==> config.mk <==
export PLATFORM = sky130hd
export DESIGN_NAME = alu4_ctrl
export DESIGN_NICKNAME = d
export VERILOG_FILES = /design/src/rtl/alu4_ctrl.sv
export SDC_FILE = /design/constraint.sdc
export NUM_CORES = 1
export LEC_CHECK = 0
export BUFFER_PORTS_ARGS = -buffer_cell sky130_fd_sc_hd__buf_4
export CAP_MARGIN = 20
export CORE_MARGIN = 2
export CORE_UTILIZATION = 38
export CTS_BUF_LIST = sky130_fd_sc_hd__clkbuf_8 sky130_fd_sc_hd__clkbuf_16
export CTS_CLUSTER_SIZE = 8
export DETAILED_ROUTE_END_ITERATION = 6
export HOLD_SLACK_MARGIN = 0.02
export SLEW_MARGIN = 20
export SYNTH_ARGS = -nofsm -noshare
export SYNTH_HDL_FRONTEND = slang
export SYNTH_SLANG_ARGS = --single-unit
==> constraint.sdc <==
create_clock -name clk -period 1.7 [get_ports clk]
set_input_delay 0.51 -clock clk [delete_from_list [all_inputs] [get_ports clk]]
set_output_delay 0.51 -clock clk [all_outputs]
set_load 0.05 [all_outputs]
==> src/rtl/alu4_ctrl.sv <==
// Issue controller for the combinational 4-bit ALU: 4x4 register file, valid/ready command and response channels.
// Optional `ALU4_CTRL_IMM_EN` enables the immediate b operand; without it b is always R[rs2].
module alu4_ctrl (
  input  logic       clk,
  input  logic       reset,
  input  logic       cmd_valid,
  output logic       cmd_ready,
  input  logic [2:0] cmd_op,
  input  logic [1:0] cmd_rd,
  input  logic [1:0] cmd_rs1,
  input  logic [1:0] cmd_rs2,
  input  logic       cmd_imm_sel,
  input  logic [3:0] cmd_imm,
  output logic [3:0] alu_a,
  output logic [3:0] alu_b,
  output logic [2:0] alu_op,
  input  logic [3:0] alu_result,
  input  logic       alu_c,
  input  logic       alu_n,
  input  logic       alu_z,
  input  logic       alu_v,
  output logic       rsp_valid,
  input  logic       rsp_ready,
  output logic [3:0] rsp_data,
  output logic [3:0] flags,
  output logic [7:0] cmd_cnt
);

  typedef enum logic [1:0] {S_IDLE, S_EXEC, S_RESP} state_t;

  state_t     state_q, state_d;
  logic [3:0] regs_q [4];
  logic [3:0] alu_a_q, alu_b_q;
  logic [2:0] alu_op_q;
  logic [1:0] rd_q;
  logic [3:0] rsp_data_q, flags_q;
  logic [7:0] cmd_cnt_q;
  logic [3:0] b_sel;

`ifdef ALU4_CTRL_IMM_EN
  assign b_sel = cmd_imm_sel ? cmd_imm : regs_q[cmd_rs2];
`else
  logic unused_imm;
  assign unused_imm = ^{cmd_imm_sel, cmd_imm};
  assign b_sel      = regs_q[cmd_rs2];
`endif

  always_comb begin
    state_d   = state_q;
    cmd_ready = 1'b0;
    rsp_valid = 1'b0;
    case (state_q)
      S_IDLE: begin
        cmd_ready = 1'b1;
        if (cmd_valid) state_d = S_EXEC;
      end
      S_EXEC: state_d = S_RESP;
      S_RESP: begin
        rsp_valid = 1'b1;
        if (rsp_ready) state_d = S_IDLE;
      end
      default: state_d = S_IDLE;
    endcase
  end

  always_ff @(posedge clk or posedge reset) begin
    if (reset) state_q <= S_IDLE;
    else       state_q <= state_d;
  end

  // Operands are latched at acceptance, so rd aliasing rs1/rs2 reads the old value.
  always_ff @(posedge clk or posedge reset) begin
    if (reset) begin
      for (int unsigned i = 0; i < 4; i++) regs_q[i] <= '0;
      alu_a_q    <= '0;
      alu_b_q    <= '0;
      alu_op_q   <= '0;
      rd_q       <= '0;
      rsp_data_q <= '0;
      flags_q    <= '0;
      cmd_cnt_q  <= '0;
    end else begin
      if (state_q == S_IDLE && cmd_valid) begin
        alu_a_q  <= regs_q[cmd_rs1];
        alu_b_q  <= b_sel;
        alu_op_q <= cmd_op;
        rd_q     <= cmd_rd;
      end
      if (state_q == S_EXEC) begin
        regs_q[rd_q] <= alu_result;
        rsp_data_q   <= alu_result;
        flags_q      <= {alu_c, alu_n, alu_z, alu_v};
        cmd_cnt_q    <= cmd_cnt_q + 8'd1;
      end
    end
  end

  assign alu_a    = alu_a_q;
  assign alu_b    = alu_b_q;
  assign alu_op   = alu_op_q;
  assign rsp_data = rsp_data_q;
  assign flags    = flags_q;
  assign cmd_cnt  = cmd_cnt_q;

endmodule

==> Word-level counts from Yosys, hierarchy flattened <==
Cells that the tools add are included.
{ "word_totals": {"regBits": 47, "inputBits": 26, "output_inout_bits": 29, "elab_cells": 42} }
{ "op_classes": {"add_sub_neg": 1, "order_cmp": 4, "n_eq_ne": 4, "n_mux": 14, "n_bitwise": 3, "n_reduce_logical": 4} }
{ "op_table": {"columns": ["cell", "n"], "rows": [
  ["2-to-1 mux 4 bit", 5],
  ["binary-select mux 4 bit (select 2 bit)", 2],
  ["bitwise mux 16 bit", 1],
  ["greater-or-equal comparator 3 bit (second input constant)", 3],
  ["inverter 2 -> 3 bit", 3],
  ["adder 8 x 1 -> 8 bit (second input constant)", 1],
  ["demux 4 bit (select 2 bit)", 1],
  ["case mux 2 bit (3 select lines)", 1],
  ["2-to-1 mux 2 bit", 2],
  ["!= test 2 bit (second input constant)", 2],
  ["< comparator 3 x 1 -> 1 bit (second input constant)", 1],
  ["== test 2 x 1 -> 1 bit (second input constant)", 1],
  ["== test 2 bit (second input constant)", 1],
  ["logical AND 1 bit", 2],
  ["zero test 2 bit", 1],
  ["2-to-1 mux 1 bit", 2],
  ["AND reduction 2 bit", 1]
]} }

==> Longest topological paths before layout <==
Gate-level depths: netlist of the first run.
{ "logic_depth": {"word_depth": 6, "mapped_depth": 5, "ltp_nobuf": 3} }

==> Least setup slack after synthesis of the first run <==
OpenSTA, ideal clock, no wires.
{ "synth_path": {"kind": "reg-to-reg", "from": "register state_q[0]", "to": "register alu_a_q[0] (netlist: alu_a[0])", "setup_time_ns": 0.125, "arrival_time_ns": 1.644, "required_time_ns": 1.575, "setup_slack_ns": -0.070, "stages_incl_launch_ff": 6, "path_buffers": 2, "period_less_slack_ns": 1.770, "cell_sequence": "dfrtp_1 -> nor2_2 -> and2_4 -> buf_6 -> buf_12 -> mux2_4"} }
{ "synth_between": {"elab_chain_len": 2} }
{ "synth_lines": {"columns": ["item", "line_no", "text"], "rows": [
  ["start: declaration", "31", "state_t state_q, state_d;"],
  ["start signal: assignment", "68", "else state_q <= state_d;"],
  ["zero test 2 bit", "83", "if (state_q == S_IDLE && cmd_valid) begin"],
  ["logical AND 1 bit", "83", null],
  ["end signal: assignment", "84", "alu_a_q <= regs_q[cmd_rs1];"],
  ["end: declaration", "33", "logic [3:0] alu_a_q, alu_b_q;"]
]} }
Every way passes these cells.
A chain may end at the register's enable or synchronous reset.

==> Worst setup path after layout of the first run <==
{ "layout_path": {"from": "register state_q[0]", "to": "output rsp_valid"} }
{ "layout_between": {"elab_chain_len": 2} }
{ "layout_lines": {"columns": ["item", "line_no", "text"], "rows": [
  ["== test 2 bit", "52", "case (state_q)"],
  ["2-to-1 mux 1 bit", "52", null],
  ["end: declaration", "22", "output logic rsp_valid,"]
]} }
Every way passes these cells.

==> results.txt, run 1 <==
- Summing all flip-flop and latch instances after layout gives 1180 um^2.
- Die outline area: 6090 um^2
* Largest fanout on the critical path: 4
* CTS Buffer Depth: 2
* Die extent in x: 78.0 um
- Setup skew after layout: 0.00938 ns
- A synthesized cell averages 14.5 um^2.
- Entering global routing, the biggest net connects 31 pins.
- Ratio of cells with drive above 1 in the final layout: 0.543
- Post-synthesis sequential element count: 47
* CP Cell Sequence: nand2b_4 -> inv_2 -> buf_6
- Across every metal layer, demand over resource in global routing totals 0.140.
* Residual DRC: 0
- Data arrival at the endpoint of the critical path: 1.12 ns
* DIE HEIGHT: 78.0 um
* Initial core utilization: 0.400
- Tcrit/Tclk final: 0.961
- Number of nets in the finished design: 225
- Across the run, the number of max-cap violations was 0.
* Footprint of the multi-input gates: 867 um^2
- The worst hold path belongs to the class in -> async.
- Cell area after synthesis: 2080 um^2
* Commonest cells after routing, fill and taps aside: sky130_fd_sc_hd__buf_4 (50), sky130_fd_sc_hd__dfrtp_1 (46), sky130_fd_sc_hd__nand2_1 (29)
- After filler insertion, the fill cell instance count of the layout stands at 478.
- Clock period minus final worst setup slack: 1.63 ns
* Final weighted congestion in routability-driven placement: 0.734
- Wire length of the first global-routing pass: 6600 um
* CTS Buf Count: 5
- The core region is 5200 um^2.
- Grouping stages by cell kind, the critical path spends the most delay in flip-flops.
* Buffers and inverters on the worst path: 2
- The repair_antennas step left the layout with diodes totalling 0.
* Total Power Consumption: 5.56 mW
* Least-Margin Pin Slew: 0.405 ns
- For this design, the sink count on the clock tree is 47.
* Via count of the first global-routing pass: 1288
- Kind of capture point of the worst setup path: primary output
* Post-DR vias/cell: 4.75
- Relative slew margins: 0.729
- Measured on the finished design, the core utilization comes to 0.506.
* Worst EP required: 1.19 ns
* Area grow syn2layout: 26.5%
- The first routing iteration left 41 violations.
* Cell area after placement: 2530 um^2
* Area of all placed cells without fillers: 2640 um^2
- For the worst-skew pair, the clock arrives at the later sink with an insertion delay of 0.29 ns.
* Clock Tree Root: sky130_fd_sc_hd__clkbuf_8
- Once detail routing completed, the nets flagged for antenna violations numbered 0.
* Unique masters post-synth: 25
* Total number of placement rows: 26
* Sum of overflow across all layers after global routing: 0
* Commonest non-fill, non-tap cell in the layout: sky130_fd_sc_hd__buf_4
- After routing, the total negative slack on setup checks comes to 0 ns.
- Post-CTS setup buffers: 0
- When the netlist entered floorplanning its net count stood at 171.
- TritonCTS built the clock tree.
- Based on the critical path, the design can be clocked at up to 612 MHz.
- The number of antenna violations at the first check in global routing was 0.
* Fraction of the yosys area taken by sequential cells: 0.565
* Final setup fails: 0
* Max IR drop VDD: 0.907 mV
- For this design the ratio of total power to cell area is 2110 nW/um^2.
* Worst-path cell with the longest stage delay: sky130_fd_sc_hd__dfrtp_2
* Wire length reported by the detailed router: 3980 um
* Critical Setup Path Class: reg -> out
* Clock-pin slew reported for the worst setup and hold paths after clock tree synthesis: 0.09 ns
- IO Port Bufs: 49
- Final worst hold slack: 0.203 ns
- Synthesis produced a netlist whose cell count is 144.
- Count of final hold-check violations: 0
* Status: finished, final reports clean
* Leakage power total: 1.24 nW
* RSZ-0062 raised after global routing: false
- Final number of max-transition violations: 0
- Detailed placement finished with a half-perimeter wire length of 2970 um.
- In the final routed layout, each cell accounts on average for 14.8 um.
- Slowest stage delay, CP: 0.47 ns
* Pre-Repair DR Iteration Count: 4
- 55 I/O pins were placed.
- The worst setup path is launched from a flip-flop.
* Total number of H-tree levels: 2
- Total vias in the final route: 1277
- Warning count from the yosys run: 0
## final timing paths
path | start | end | slack (ns) | depth (start not counted)
setup / recovery | state_q[0] | rsp_valid | 0.07 | 3
hold / removal | reset | rsp_data[2] | 0.20 | 2
setup reg to reg | state_q[1] | regs_q[10] | 0.18 | 3
hold reg to reg | cmd_cnt[7] | cmd_cnt[7] | 0.48 | 1
max in group asynchronous | reset | state_q[0] | 0.99 | 3
min in group clk | alu_n | flags[2] | 0.40 | 3
## final cells by class
cell class | count | area share
sequential | 47 | 0.447
multi-input combinational | 90 | 0.329
timing repair buffer | 52 | 0.154
inverter | 2 | 0.00285
clock buffer | 5 | 0.0261
tap | 70 | 0.0332
clock inverter | 3 | 0.00760
## synth_stat cells (all sizes together)
| master | n | area [um^2] |
|---|---|---|
| nor2 | 1 | 6.26 |
| ha | 1 | 12.5 |
| xor2 | 1 | 8.76 |
| nor3 | 1 | 10.0 |
| mux2 | 29 | 360 |
| nor2b | 1 | 6.26 |
| clkbuf | 1 | 3.75 |
| o21ai | 1 | 5.00 |
| inv | 2 | 7.51 |
| nand2b | 2 | 20.0 |
| and3 | 2 | 12.5 |
| and4 | 1 | 8.76 |
| nand4 | 3 | 18.8 |
| nor3b | 2 | 25.0 |
| nand2 | 29 | 109 |
| buf | 4 | 41.3 |
| dfrtp | 47 | 1180 |
| mux4 | 8 | 180 |
| nand3 | 1 | 10.0 |
| and2 | 1 | 8.76 |
| xnor2 | 6 | 52.6 |
## metal layers
layer	vias to the layer above	part of all wire	global-route usage
li1	604	-	-
met1	638	0.47	0.193
met2	31	0.48	0.214
met3	4	0.038	0.0414
met4	0	0.011	0.0421
met5	-	0	0
## metrics by stage
step,cells,setup WS [ns]
floorplan,144,0.0739
global placement,261,0.166
detailed placement,261,0.143
CTS,269,0.00982
global route,269,0.0194
finish,269,0.0661
## report_power, final
part | switching, mW | internal, mW | total [mW] | leakage [nW]
Combinational | 1.64 | 1.19 | 2.84 | 0.627
Clock | 0.368 | 0.286 | 0.654 | 0.0402
Sequential | 0.430 | 1.64 | 2.07 | 0.574
Total | 2.44 | 3.12 | 5.56 | 1.24
## cell families (layout without fill, tap and decap cells)
logic type / count (synthesis) / after routing / share of synthesized area
compound gates: 1 / 1 / 0.00240
xor+xnor: 7 / 7 / 0.0294
fa+ha+maj: 1 / 1 / 0.00601
buf+inv: 7 / 62 / 0.0252
flops: 47 / 47 / 0.565
mux: 37 / 37 / 0.259
simple gates: 44 / 44 / 0.113
## registers in the layout, summed over array words and instances (netlist names)
signal / count
alu_a: 4
alu_b: 4
alu_op: 3
cmd_cnt: 8
flags: 4
rd_q: 2
regs_q: 16
rsp_data: 4
state_q: 2
## what timing repair did
item | CTS | global route
endpoints found under the setup margin | 1 | 1
hold buffers | 0 | 0
hold endpoints to repair | 0 | 0
resized for setup | 2 | 2
No activity file was read; power rests on OpenSTA's default activity.
==> inputs of run 2 (changes only) <==
--- a/config.mk
+++ b/config.mk
@@ -7,7 +7,7 @@
 export LEC_CHECK = 0
 export BUFFER_PORTS_ARGS = -buffer_cell sky130_fd_sc_hd__buf_4
 export CAP_MARGIN = 20
-export CORE_MARGIN = 2
+export CORE_MARGIN = 3
 export CORE_UTILIZATION = 38
 export CTS_BUF_LIST = sky130_fd_sc_hd__clkbuf_8 sky130_fd_sc_hd__clkbuf_16
 export CTS_CLUSTER_SIZE = 8
==> run 2 against run 1 <==
Compared with the run above:
- sequential share of layout area shrank 0.73 points
- clock skew shrank 0.0032 ns
- setup slack gained 0.0078 ns
- critical path type unchanged
- clock power grew 28%
- highest routed layer unchanged
- largest power group unchanged
- largest cell class unchanged
==> results.txt, run 2 (synthesis results as in run 1) <==
- For the final database, setup skew stands at 0.00614 ns.
* Number of buffers inserted by hold repair at cts: 0
- Total number of placement rows: 26
* Clock-pin slew reported for the worst setup and hold paths after clock tree synthesis: 0.08 ns
* IO Port Bufs: 49
* Clock Tree Root: sky130_fd_sc_hd__clkbuf_8
* Maximum frequency from static timing analysis: 615 MHz
* Number of top-level pins: 55
* Post-DR vias/cell: 4.76
* Relative slew margins: 0.742
- Critical Setup Path Class: reg -> out
- The number of antenna diodes in the final layout is 0.
- TritonCTS clock tree: done
- Clk_lat worst skew: 0.30 ns
* Count of final hold-check violations: 0
- Kind of capture point of the worst setup path: primary output
- CP Cell Sequence: nand2b_4 -> inv_1 -> buf_6
- Of all nets on the critical path, the largest fanout is 3.
- Initial antenna violation count: 0
- Power per cell area: 2150 nW/um^2
- Setup repair after global routing left no endpoint under its margin.
* Via count of the first global-routing pass: 1366
- The path class of the tightest hold or removal check is in -> async.
* R2R Path End: regs_q[8]
* Sum of overflow across all layers after global routing: 0
* Number of nets in the finished design: 227
* Worst setup SP type: flip-flop
- Pre-Repair DR Iteration Count: 4
- Cell family with the largest share of critical-path delay: flip-flops
- Wire length reported by the detailed router: 4090 um
- Iter 0 DRT Violations: 40
- Initial core utilization: 0.400
* Flip-flop count of the largest register, all copies and words added: 16
* Sinks on the clock net: 47
- Tcrit/Tclk final: 0.957
- Number of cell instances on the worst register-to-register path: 3
- Routed length per placed instance: 15.1 um
- Max IR drop VDD: 1.01 mV
- The area growth from synthesis to layout is 28.6%.
- At the worst endpoint, the arrival time is 1.12 ns.
- Commonest cells after routing, fill and taps aside: sky130_fd_sc_hd__buf_4 (52), sky130_fd_sc_hd__dfrtp_1 (46), sky130_fd_sc_hd__nand2_1 (29)
* CTS Buf Count: 5
- Final Non-Filler Cells: 271
- Across all layers, the routed design uses 1291 vias.
- Leaving out fill and tap cells, the most frequent cell in the layout is sky130_fd_sc_hd__buf_4.
- After detailed routing, the number of remaining DRC violations is 0.
- Slowest stage delay, CP: 0.45 ns
- Status: finished, final reports clean
* Placed cell count: 262
- The die covers 6410 um^2.
- Gr usage total: 0.141
- Setup slack, reg-to-reg: 0.19 ns
- Data on the critical path is required at its endpoint by 1.19 ns.
- For the pin with the worst max-slew slack, the measured transition is 0.385 ns.
- Wire length of the first global-routing pass: 6950 um
- Post-DRT Antenna Nets: 0
- The final count of pins violating max slew is 0.
* CORE AREA: 5200 um^2
* Final setup fails: 0
- The tool flagged a number of max-cap violations equal to 0.
* Worst-path cell with the longest stage delay: sky130_fd_sc_hd__dfrtp_2
- Biggest register: regs_q
- After routing, the total negative slack on setup checks comes to 0 ns.
* Leakage power total: 1.28 nW
- Clock period minus final worst setup slack: 1.63 ns
* Die extent in x: 80.0 um
* Critical register-to-register path startpoint: state_q[1]
* Ratio of cells with drive above 1 in the final layout: 0.542
- Buffers and inverters on the worst path: 2
- The floorplan step set the die height to 80.0 um.
* Pin count of the biggest net entering global routing: 35
- Summed over all nets, the half-perimeter wirelength after detailed placement is 3090 um.
* Total number of H-tree levels: 2
- Final weighted congestion in routability-driven placement: 0.704
- CTS Buffer Depth: 2
run 2: cell type report:
type / instances / area, um^2
fillers: 493 / 2530
repair buffers: 54 / 422
multi-input cells: 90 / 867
flip-flops and latches: 47 / 1180
clock inverters: 2 / 35.0
inverters: 2 / 7.51
clock buffers: 6 / 82.6
well taps: 70 / 87.6
run 2: where the power goes:
| group | internal (mW) | switching (mW) |
|---|---|---|
| clock | 0.476 | 0.360 |
| combinational | 1.21 | 1.66 |
| sequential | 1.64 | 0.424 |
run 2: worst register-to-register path, cell delays in order (launching register included):
cell	delay [ns]
sky130_fd_sc_hd__dfrtp_1	0.46
sky130_fd_sc_hd__nand2b_4	0.20
sky130_fd_sc_hd__nor3b_2	0.36
sky130_fd_sc_hd__mux2_2	0.39
run 2: routing by layer:
layer  share of wire  global-route usage  up-vias
li1                -                   -      610
met1            0.44               0.183      640
met2            0.49               0.227       33
met3           0.050              0.0429        8
met4           0.014              0.0405        0
met5               0                   0        -
run 2: worst max-delay path by stage:
stage	slack (ns)	to	cells after the start	start
6_report	0.07	rsp_valid	3	state_q[0]
2_1_floorplan	0.07	alu_a[0]	1	reset
4_1_cts	0.01	rsp_valid	3	state_q[0]
3_5_place_dp	0.14	alu_b[3]	3	cmd_rs2[0]
3_3_place_gp	0.17	alu_b[3]	3	cmd_rs2[0]
5_1_grt	0.02	rsp_valid	3	state_q[0]
run 2: what timing repair did:
action                     in CTS  in global routing
buffers inserted                0                  1
cloned                          0                  0
resized for setup               2                  1
setup endpoints to repair       1                  1
run 2: stage by stage:
step	power (mW)	util	setup WS (ns)	cell area [um^2]	hold WS, ns
after floorplan	4.14	-	0.0739	2090	0.491
after global placement	4.84	0.488	0.167	2540	0.462
after detailed placement	4.94	0.488	0.141	2540	0.464
after CTS	5.80	0.512	0.0129	2660	0.160
after global routing	6.09	0.515	0.0180	2680	0.172
final	5.77	0.515	0.0739	2680	0.156
